$ cat src/rtl/vending_pkg.sv
// Shared coin codes, coin values, FSM states and fault codes for the vending
// change path.
package vending_pkg;

   typedef logic [1:0] coin_code_t;

   localparam coin_code_t COIN_500  = 2'b00;
   localparam coin_code_t COIN_1000 = 2'b01;
   localparam coin_code_t COIN_2000 = 2'b10;
   localparam coin_code_t COIN_5000 = 2'b11;

   typedef enum logic [2:0] {IDLE, CALC, DISPENSE, DONE, FAULT} state_t;

   localparam logic [1:0] FC_NONE      = 2'b00;
   localparam logic [1:0] FC_UNDERPAID = 2'b01;
   localparam logic [1:0] FC_NO_CHANGE = 2'b10;

   // Coin face value expressed in 500-units.
   function automatic logic [3:0] coin_value(input coin_code_t code);
      logic [3:0] v;
      case (code)
         COIN_500:  v = 4'd1;
         COIN_1000: v = 4'd2;
         COIN_2000: v = 4'd4;
         default:   v = 4'd10;
      endcase
      return v;
   endfunction

endpackage

$ cat src/rtl/coin_inventory.sv
// Four saturating coin counters (one per denomination) with low-stock flags.
module coin_inventory
   import vending_pkg::*;
#(
   parameter int INV_W    = 4,
   parameter int INV_INIT = 10,
   parameter int LOW_MARK = 2
)
(
   input  logic             clock,
   input  logic             clr_n,
   input  logic             dec_en,
   input  coin_code_t       dec_code,
   input  logic             inc_en,
   input  coin_code_t       inc_code,
   output logic [INV_W-1:0] count [4],
   output logic [3:0]       low_warn
);

   logic [INV_W-1:0] r_count [4];

   always_ff @(posedge clock) begin
      for (int i = 0; i < 4; i++) begin
         if (!clr_n) begin
            r_count[i] <= INV_W'(INV_INIT);
         end else if (dec_en && (dec_code == coin_code_t'(i)) && (r_count[i] != '0)) begin
            r_count[i] <= r_count[i] - 1'b1;
         end else if (inc_en && (inc_code == coin_code_t'(i)) && (r_count[i] != '1)) begin
            r_count[i] <= r_count[i] + 1'b1;
         end
      end
   end

   always_comb begin
      low_warn = '0;
      for (int i = 0; i < 4; i++) begin
         low_warn[i] = (r_count[i] < INV_W'(LOW_MARK));
      end
   end

   assign count = r_count;

endmodule

$ cat src/rtl/change_dispenser.sv
// Pays out (paid - price) one coin at a time, greedy over the stocked coins.
// Optional COIN_GAP_EN inserts one idle cycle after every accepted coin.
module change_dispenser
   import vending_pkg::*;
#(
   parameter int MONEY_W  = 8,
   parameter int INV_W    = 4,
   parameter int INV_INIT = 10,
   parameter int LOW_MARK = 2
)
(
   input  logic               clock,
   input  logic               clr_n,
   input  logic               start,
   input  logic [MONEY_W-1:0] paid_units,
   input  logic [MONEY_W-1:0] price_units,
   output logic               coin_valid,
   output logic [1:0]         coin_code,
   input  logic               coin_ready,
   output logic               busy,
   output logic               done,
   output logic               fault,
   output logic [1:0]         fault_code,
   output logic [MONEY_W-1:0] remaining_units,
   input  logic               fault_clr,
   input  logic               refill,
   input  logic [1:0]         refill_code,
   output logic [3:0]         low_warn
);

   state_t             r_state;
   logic [MONEY_W-1:0] r_paid;
   logic [MONEY_W-1:0] r_price;
   logic [MONEY_W-1:0] r_rem;
   logic               r_busy;
   logic               r_done;
   logic               r_fault;
   logic [1:0]         r_fc;

   logic [INV_W-1:0]   w_count [4];
   logic [MONEY_W-1:0] w_val [4];
   logic [MONEY_W-1:0] w_rem_next;
   coin_code_t         w_sel;
   logic               w_found;
   logic               w_gap;
   logic               w_offer;
   logic               w_accept;
   logic               w_inc_en;

   always_comb begin
      for (int i = 0; i < 4; i++) begin
         w_val[i] = MONEY_W'(coin_value(coin_code_t'(i)));
      end
   end

   // Ascending scan so the highest stocked coin that still fits wins.
   always_comb begin
      w_found = 1'b0;
      w_sel   = COIN_500;
      for (int i = 0; i < 4; i++) begin
         if ((w_val[i] <= r_rem) && (w_count[i] != '0)) begin
            w_found = 1'b1;
            w_sel   = coin_code_t'(i);
         end
      end
   end

`ifdef COIN_GAP_EN
   logic r_gap;

   always_ff @(posedge clock) begin
      if (!clr_n) begin
         r_gap <= 1'b0;
      end else begin
         r_gap <= w_accept;
      end
   end

   assign w_gap = r_gap;
`else
   assign w_gap = 1'b0;
`endif

   assign w_offer    = (r_state == DISPENSE) && w_found && !w_gap;
   assign w_accept   = w_offer && coin_ready;
   assign w_rem_next = r_rem - w_val[w_sel];
   assign w_inc_en   = (r_state == IDLE) && refill;

   always_ff @(posedge clock) begin
      if ((r_state == IDLE) && start) begin
         r_paid  <= paid_units;
         r_price <= price_units;
      end
   end

   always_ff @(posedge clock) begin
      if (!clr_n) begin
         r_state <= IDLE;
         r_rem   <= '0;
         r_fc    <= FC_NONE;
         r_busy  <= 1'b0;
         r_done  <= 1'b0;
         r_fault <= 1'b0;
      end else begin
         r_done <= 1'b0;
         case (r_state)
            IDLE: begin
               if (start) begin
                  r_state <= CALC;
                  r_busy  <= 1'b1;
               end
            end
            CALC: begin
               if (r_paid < r_price) begin
                  r_fc    <= FC_UNDERPAID;
                  r_rem   <= '0;
                  r_state <= FAULT;
                  r_busy  <= 1'b0;
                  r_fault <= 1'b1;
               end else if (r_paid == r_price) begin
                  r_rem   <= '0;
                  r_state <= DONE;
                  r_busy  <= 1'b0;
                  r_done  <= 1'b1;
               end else begin
                  r_rem   <= r_paid - r_price;
                  r_state <= DISPENSE;
               end
            end
            DISPENSE: begin
               if (w_accept) begin
                  r_rem <= w_rem_next;
                  if (w_rem_next == '0) begin
                     r_state <= DONE;
                     r_busy  <= 1'b0;
                     r_done  <= 1'b1;
                  end
               end else if (!w_found) begin
                  r_fc    <= FC_NO_CHANGE;
                  r_state <= FAULT;
                  r_busy  <= 1'b0;
                  r_fault <= 1'b1;
               end
            end
            DONE: begin
               r_state <= IDLE;
            end
            FAULT: begin
               if (fault_clr) begin
                  r_state <= IDLE;
                  r_fault <= 1'b0;
                  r_fc    <= FC_NONE;
                  r_rem   <= '0;
               end
            end
            default: begin
               r_state <= IDLE;
            end
         endcase
      end
   end

   coin_inventory #(
      .INV_W    (INV_W),
      .INV_INIT (INV_INIT),
      .LOW_MARK (LOW_MARK)
   ) u_inv (
      .clock    (clock),
      .clr_n    (clr_n),
      .dec_en   (w_accept),
      .dec_code (w_sel),
      .inc_en   (w_inc_en),
      .inc_code (refill_code),
      .count    (w_count),
      .low_warn (low_warn)
   );

   assign coin_valid      = w_offer;
   assign coin_code       = w_offer ? w_sel : COIN_500;
   assign busy            = r_busy;
   assign done            = r_done;
   assign fault           = r_fault;
   assign fault_code      = r_fc;
   assign remaining_units = r_rem;

endmodule
$ cat config.mk
export PLATFORM = sky130hd
export DESIGN_NAME = change_dispenser
export DESIGN_NICKNAME = d
export VERILOG_FILES = /design/src/rtl/vending_pkg.sv /design/src/rtl/coin_inventory.sv /design/src/rtl/change_dispenser.sv
export SDC_FILE = /design/constraint.sdc
export NUM_CORES = 1
export LEC_CHECK = 0
export ABC_CLOCK_PERIOD_IN_PS = 6500
export CAP_MARGIN = 30
export CORE_MARGIN = 8
export CORE_UTILIZATION = 50
export CTS_CLUSTER_DIAMETER = 150
export DETAILED_ROUTE_END_ITERATION = 10
export GPL_ROUTABILITY_DRIVEN = 0
export PLACE_DENSITY_LB_ADDON = 0.3
export SKIP_CTS_REPAIR_TIMING = 1
export SLEW_MARGIN = 5
export SYNTH_ARGS = -nofsm -noshare
export SYNTH_HDL_FRONTEND = slang
export SYNTH_SLANG_ARGS = --single-unit
$ cat constraint.sdc
create_clock -name clock -period 6.5 [get_ports clock]
set_input_delay 1.3 -clock clock [delete_from_list [all_inputs] [get_ports clock]]
set_output_delay 1.3 -clock clock [all_outputs]
set_load 0.02 [all_outputs]
==> results.md, run 1 <==
* Leak at 1.58 nW
* Clock root buffer: clkbuf_8
* DR vias at 2,746
* Layout Nets at roughly 450
* Clk_lat worst skew at ~0.30 ns
* I/O Buffers at between 40 and 50
* GRT Total Usage at between 10% and 20%
* Crit path time final at 3.85 ns
* Setup Skew at around 0.0045 ns
* Hold path depth at 2
* Final setup viols at 0
* Ys Warns at 0
* Sequential fraction of the synthesis area at 34.2%
* CTS Buf Count at 5
* Htree depth at 2
* Sw frac at 42.6%
* Post-Syn Instances at around 360
* Max VDD drop at between 0.15 and 0.2 mV
* Die area at around 0.0094 sq mm
* GRT overflow at 0
* Max Cap Viol at 0
* First-pass DRT Iterations at 4
* Post-route setup TNS at 0 ns
* Top post-synthesis cells by area: dfxtp_1, edfxtp_1, ha_1, xnor2_1, fa_1
* Top FF cell, synth: dfxtp_1
* Worst setup path class: flop to output port
* Relative slew slack at 56.8%
* Share of cells above drive strength 1 at 7.52%
* Critical Path RT at between 5 and 6 ns
* Via density at roughly 5.8
* Worst r2r src: u_inv.count[1]$_SDFFE_PN1P_
* Clock transition at path regs at 0.09 ns
* Die W at between 90 and 100 um
* Worst Setup SP: u_inv.count[1]$_SDFFE_PN1P_
* Drt total wl at 7320 um
* Reg2reg path depth at 13
* Async set or reset register ratio after synthesis at 0%
* Pint at 804 uW
* Post-route ant nets at 0
* Distinct cells, synth at 71
* Pwr dens at approximately 360 mW/mm^2
* Reg-to-reg slack, setup at about 3.1 ns
* Worst Path Arrival at 2.55 ns
* ANT cells at 0
* CP max FO at 6
* Clock sinks at 48
* CTS tree: yes
* Mapped Area at 0.00328 sq mm
* WHS Endpoint: fault$_SDFFE_PN0P_
* # rows at 29
* Hold wc startpoint: fault$_SDFFE_PN0P_
* Die Y at 97.0 um
* Core footprint at about 0.0063 sq mm
* Slew at the pin closest to its max-slew limit at 0.649 ns
* Number of synthesized flops with an enable pin at 16
* Global-route wire length before repair at approximately 12,000 um
* Pwr Total at 1.40 mW
* Post-synth top area share at 19.5%
* Yosys top cell by area: dfxtp_1
* Initial DRC Count at roughly 170
* # fillers at roughly 560
* Number of global-route vias before repair at about 2,600
* RSZ-0062 raised after global routing: no
* RR Endpoint: remaining_units[6]$_SDFFE_PN0P_
* Final hold violations at 0
* Antenna violations before repair at 0
* Initial Utilization at approximately 52%
* Startpoint type of the worst setup path: flop
* Post-synth top cells: dfxtp_1, inv_1, nand2_1
* Sequential share of power at around 30%
* Dpl hpwl at 5710 um
* Syn_nets at ~410
* Final Cycle Share at ~59%
* P&R area growth vs syn at 18.5%
* Drc violations at 0
* Hold WC Path Type: flop to flop
* Pin count of the biggest net entering global routing at 19
* Top-count cell post-synth: dfxtp_1
* # IOs at between 40 and 50
* Psw at 596 uW
* Combinational Power Share at 54.6%
* Achievable frequency at between 200 and 300 MHz
* Max Slew Vio Count at 0
* Setup crit end kind: output port
* Syn Area/Cell at between 9 and 10 sq um
* Avg WL per Cell at 15.4 um
* Fin util at between 60% and 70%
* Outcome: complete, no violations
* Number of synthesized register bits at 48
* Clock network power share at between 15 and 20%
* CTS max path bufs at 2
[per-layer routing]
metal,vias up,part of all wire [%],GRT usage (%)
met5,-,0,0
met4,0,0.97,4.38
met3,9,6.1,3.13
met2,96,46,25.2
met1,1261,46,18.8
li1,1380,-,-
[cell families (layout without fill, tap and decap cells)]
family                   count (synthesis)  in the layout  synth area share (%)
AO/OA/AOI/OAI                          100            100                  21.7
XOR/XNOR                                18             18                  4.81
adder cells (fa/ha/maj)                 27             27                  11.7
buffers and inverters                   39             82                  5.19
flip-flops                              48             48                  34.2
multiplexers                             9              9                  2.82
AND/OR/NAND/NOR                        115            115                  19.6
[critical path, cell delays in order, from the launching register on]
cell	delay, ns
dfxtp_1	0.39
nor4_2	0.55
o21a_1	0.29
o2111ai_2	0.21
nand2_2	0.20
nor2_1	0.08
clkdlybuf4s50_1	0.54
[power groups by stage]
stage	Combinational, mW	Clock (mW)	Sequential [mW]
final	0.764	0.219	0.418
after global routing	0.837	0.232	0.425
after CTS	0.758	0.224	0.418
after detailed placement	0.749	0	0.424
after global placement	0.740	0	0.422
after floorplan	0.564	0	0.428
[layout make-up]
cell class                      count  area, sq um  share of cell area [%]
Multi-Input combinational cell    269         1990                    51.3
Sequential cell                    48         1120                    28.9
Timing Repair Buffer               45          453                    11.7
Inverter                           29          109                    2.80
Tap cell                           77         96.3                    2.48
Clock buffer                        5         68.8                    1.77
Clock inverter                      3         42.5                    1.10
[worst max-delay path by stage]
stage / end / slack (ns) / depth (start not counted)
floorplan: busy$_SDFFE_PN0P_ / 2.95 / 2
global placement: u_inv.count[7]$_SDFFE_PN1P_ / 2.95 / 10
detailed placement: u_inv.count[7]$_SDFFE_PN1P_ / 2.86 / 10
CTS: coin_code[0] / 2.65 / 4
global route: coin_code[0] / 2.50 / 4
finish: coin_code[0] / 2.65 / 6
[sequential cells by signal, summed over array words and instances (netlist names)]
name             cells
u_inv.count         16
r_state              3
remaining_units      8
fault                1
fault_code           2
r_price              8
done                 1
busy                 1
r_paid               8
[cell usage in the layout (no fill, tap or decap), drive strengths merged, types with 13 or more instances in the layout]
cell type      netlist  routed
edfxtp              16      16
dfxtp               32      32
nand2               26      26
a21oi               24      24
xnor2               17      17
nor2                23      23
o21ai               19      19
a21o                14      14
ha                  21      21
inv                 29      29
nor3                13      13
clkdlybuf4s50        0      43
[per-stage QoR]
step	setup WS [ns]	instances	hold slack (ns)	cell area, sq um
after CTS	2.65	476	0.492	3880
after detailed placement	2.86	468	0.479	3770
after floorplan	2.95	356	0.484	3280
after global routing	2.50	476	0.508	3880
final	2.65	476	0.489	3880
after global placement	2.95	467	0.454	3760
(Power assumes the default switching activity.)
==> run 2, diff against run 1 <==
--- a/config.mk
+++ b/config.mk
@@ -5,7 +5,7 @@
 export SDC_FILE = /design/constraint.sdc
 export NUM_CORES = 1
 export LEC_CHECK = 0
-export ABC_CLOCK_PERIOD_IN_PS = 6500
+export ABC_CLOCK_PERIOD_IN_PS = 3550
 export CAP_MARGIN = 30
 export CORE_MARGIN = 8
 export CORE_UTILIZATION = 50
==> constraint.sdc (replaced) <==
create_clock -name clock -period 3.55 [get_ports clock]
set_input_delay 0.71 -clock clock [delete_from_list [all_inputs] [get_ports clock]]
set_output_delay 0.71 -clock clock [all_outputs]
set_load 0.02 [all_outputs]
==> run 2 against run 1 <==
Sequential cell count stayed put; die area stayed put; power is 79% higher; clock skew hardly changed; register-to-register slack worse by 2.8 ns; non-clock buffer count is 4 higher; critical path depth is 7 higher; hold slack worse by 0.0015 ns; clock power is 46% higher; cell count is 0.84% higher; first-iteration DRC count is 18% higher; critical path type is now flop to flop; largest cell class unchanged.
==> results.md, run 2 (synthesis gave the netlist of run 1 again) <==
* Placed Cells at 472 (was 468)
* Critical Path RT at 3.75 ns (was 5.20 ns)
* CTS max path bufs at 2 (unchanged)
* CTS tree: yes (unchanged)
* Pwr Total at 2.50 mW (was 1.40 mW)
* Final hold violations at 0 (unchanged)
* CTS Buf Count at 5 (unchanged)
* Global-route wire length before repair at 12,700 um (was 12,200 um)
* Die area at 0.00941 sq mm (unchanged)
* Clock transition at path regs at 0.09 ns (about the same)
* Design area at 0.00388 sq mm (about the same)
* Post-Place Setup Slack at 0.356 ns (was 2.86 ns)
* Fin util at 61.1% (was 61.2%)
* Htree depth at 2 (unchanged)
* Post-route ant nets at 0 (unchanged)
* Setup crit end kind: flop (was output port)
* Relative slew slack at 60.8% (was 56.8%)
* Antenna violations before repair at 0 (unchanged)
* Clock root buffer: clkbuf_8 (unchanged)
* Clk_lat worst skew at 0.30 ns (about the same)
* Max Slew Vio Count at 0 (unchanged)
* Drt total wl at 7510 um (was 7320 um)
* P&R area growth vs syn at 18.3% (was 18.5%)
* Share of cells above drive strength 1 at 8.44% (was 7.52%)
* Setup Skew at 0.00441 ns (was 0.00448 ns)
* First-pass DRT Iterations at 4 (unchanged)
* Avg WL per Cell at 15.6 um (was 15.4 um)
* Worst setup path class: flop to flop (was flop to output port)
* Crit path time final at between 3 and 4 ns
* Layout Nets at 453 (was 449)
* GRT overflow at 0 (unchanged)
* # IOs at 44 (unchanged)
* Outcome: complete, no violations (unchanged)
* Leak at 1.59 nW (was 1.58 nW)
* Number of global-route vias before repair at 2,706 (was 2,642)
* Hold WC Path Type: flop to flop (unchanged)
* Achievable frequency at approximately 310 MHz
* Final cell count without fillers at 480 (was 476)
* Max FFs per register at 16 (unchanged)
* Slew at the pin closest to its max-slew limit at 0.587 ns (was 0.649 ns)
* Die Y at 97.0 um (unchanged)
* Post-route setup TNS at 0 ns (unchanged)
* Setup WS post-layout at 0.319 ns (was 2.65 ns)
* Clock sinks at 48 (unchanged)
* Max VDD drop at 0.420 mV (was 0.184 mV)
* Initial Utilization at 51.6% (unchanged)
* # rows at 29 (unchanged)
* ANT cells at 0 (unchanged)
* Final Cycle Share at roughly nine tenths
* Area occupied by multi-input gates at 0.00199 sq mm (unchanged)
* Final setup viols at 0 (unchanged)
* Die W at 97.0 um (unchanged)
* # fillers at 581 (was 555)
* CP max FO at 8 (was 6)
* Initial DRC Count at 195 (was 165)
* Hold WS at 0.488 ns (was 0.489 ns)
* I/O Buffers at 43 (unchanged)
* RSZ-0062 raised after global routing: no (unchanged)
* Dpl hpwl at 5930 um (was 5710 um)
* Most common cell after layout, fill and taps aside: clkdlybuf4s50_1 (unchanged)
* GRT Total Usage at 15.9% (was 15.0%)
* Via density at 5.83 (was 5.77)
* Register area at 0.00112 sq mm (unchanged)
* Worst Path Arrival at 3.43 ns (was 2.55 ns)
* Max Cap Viol at 0 (unchanged)
* Pwr dens at 645 mW/mm^2 (was 360 mW/mm^2)
* Core footprint at 0.00635 sq mm (unchanged)
* Post-place instance area at 0.00380 sq mm (was 0.00377 sq mm)
* Startpoint type of the worst setup path: flop (unchanged)
* Drc violations at 0 (unchanged)
* Pin count of the biggest net entering global routing at 19 (unchanged)
* DR vias at 2,797 (was 2,746)
* Most frequent cells in the layout: clkdlybuf4s50_1, dfxtp_1, inv_1 (unchanged)
==> run 2: cell count changes in the layout (fill, tap and decap cells not counted) <==
cell	change
buf_4	+5
bufinv_16	-1
buf_8	-1
clkinv_2	+2
clkinv_4	-1
==> run 2: layout make-up <==
cell class                      instances  share of cell area [%]
Timing Repair Buffer                   49                    12.3
Clock inverter                          3                   0.355
Clock buffer                            5                    1.77
Inverter                               29                    2.81
Tap cell                               77                    2.48
Sequential cell                        48                    28.9
Multi-Input combinational cell        269                    51.4
==> run 2: metal layers <==
metal | share of wire [%] | global-route usage (%) | vias up | wire length, um
met1 | 44 | 19.0 | 1318 | 3300
met5 | 0 | 0 | - | 0
met3 | 5.9 | 3.91 | 13 | 440
met4 | 1.8 | 5.44 | 0 | 137
li1 | - | - | 1391 | -
met2 | 48 | 27.1 | 75 | 3630
==> run 2: final timing paths <==
kind                                         from                              end  slack [ns]  cells past startpoint
setup / recovery  remaining_units[6]$_SDFFE_PN0P_  remaining_units[6]$_SDFFE_PN0P_        0.32                     13
hold / removal                 fault$_SDFFE_PN0P_               fault$_SDFFE_PN0P_        0.49                      2
setup reg to reg  remaining_units[6]$_SDFFE_PN0P_  remaining_units[6]$_SDFFE_PN0P_        0.32                     13
hold reg to reg                fault$_SDFFE_PN0P_               fault$_SDFFE_PN0P_        0.49                      2
==> run 2: where the power goes <==
| part | leakage (nW) | switching [mW] | internal (mW) |
|---|---|---|---|
| combinational | 1.13 | 0.811 | 0.618 |
| sequential | 0.414 | 0.0934 | 0.658 |
| clock | 0.0453 | 0.186 | 0.134 |
==> run 2: critical path, cell delays in order (launching register included) <==
cell	delay (ns)
dfxtp_1	0.39
nor4_4	0.50
a21o_2	0.26
o211ai_4	0.10
inv_2	0.11
ha_1	0.14
inv_1	0.05
fa_1	0.39
a21o_1	0.21
a2111oi_0	0.50
xnor2_1	0.18
nor2_1	0.07
nor3_1	0.16
a21oi_1	0.08
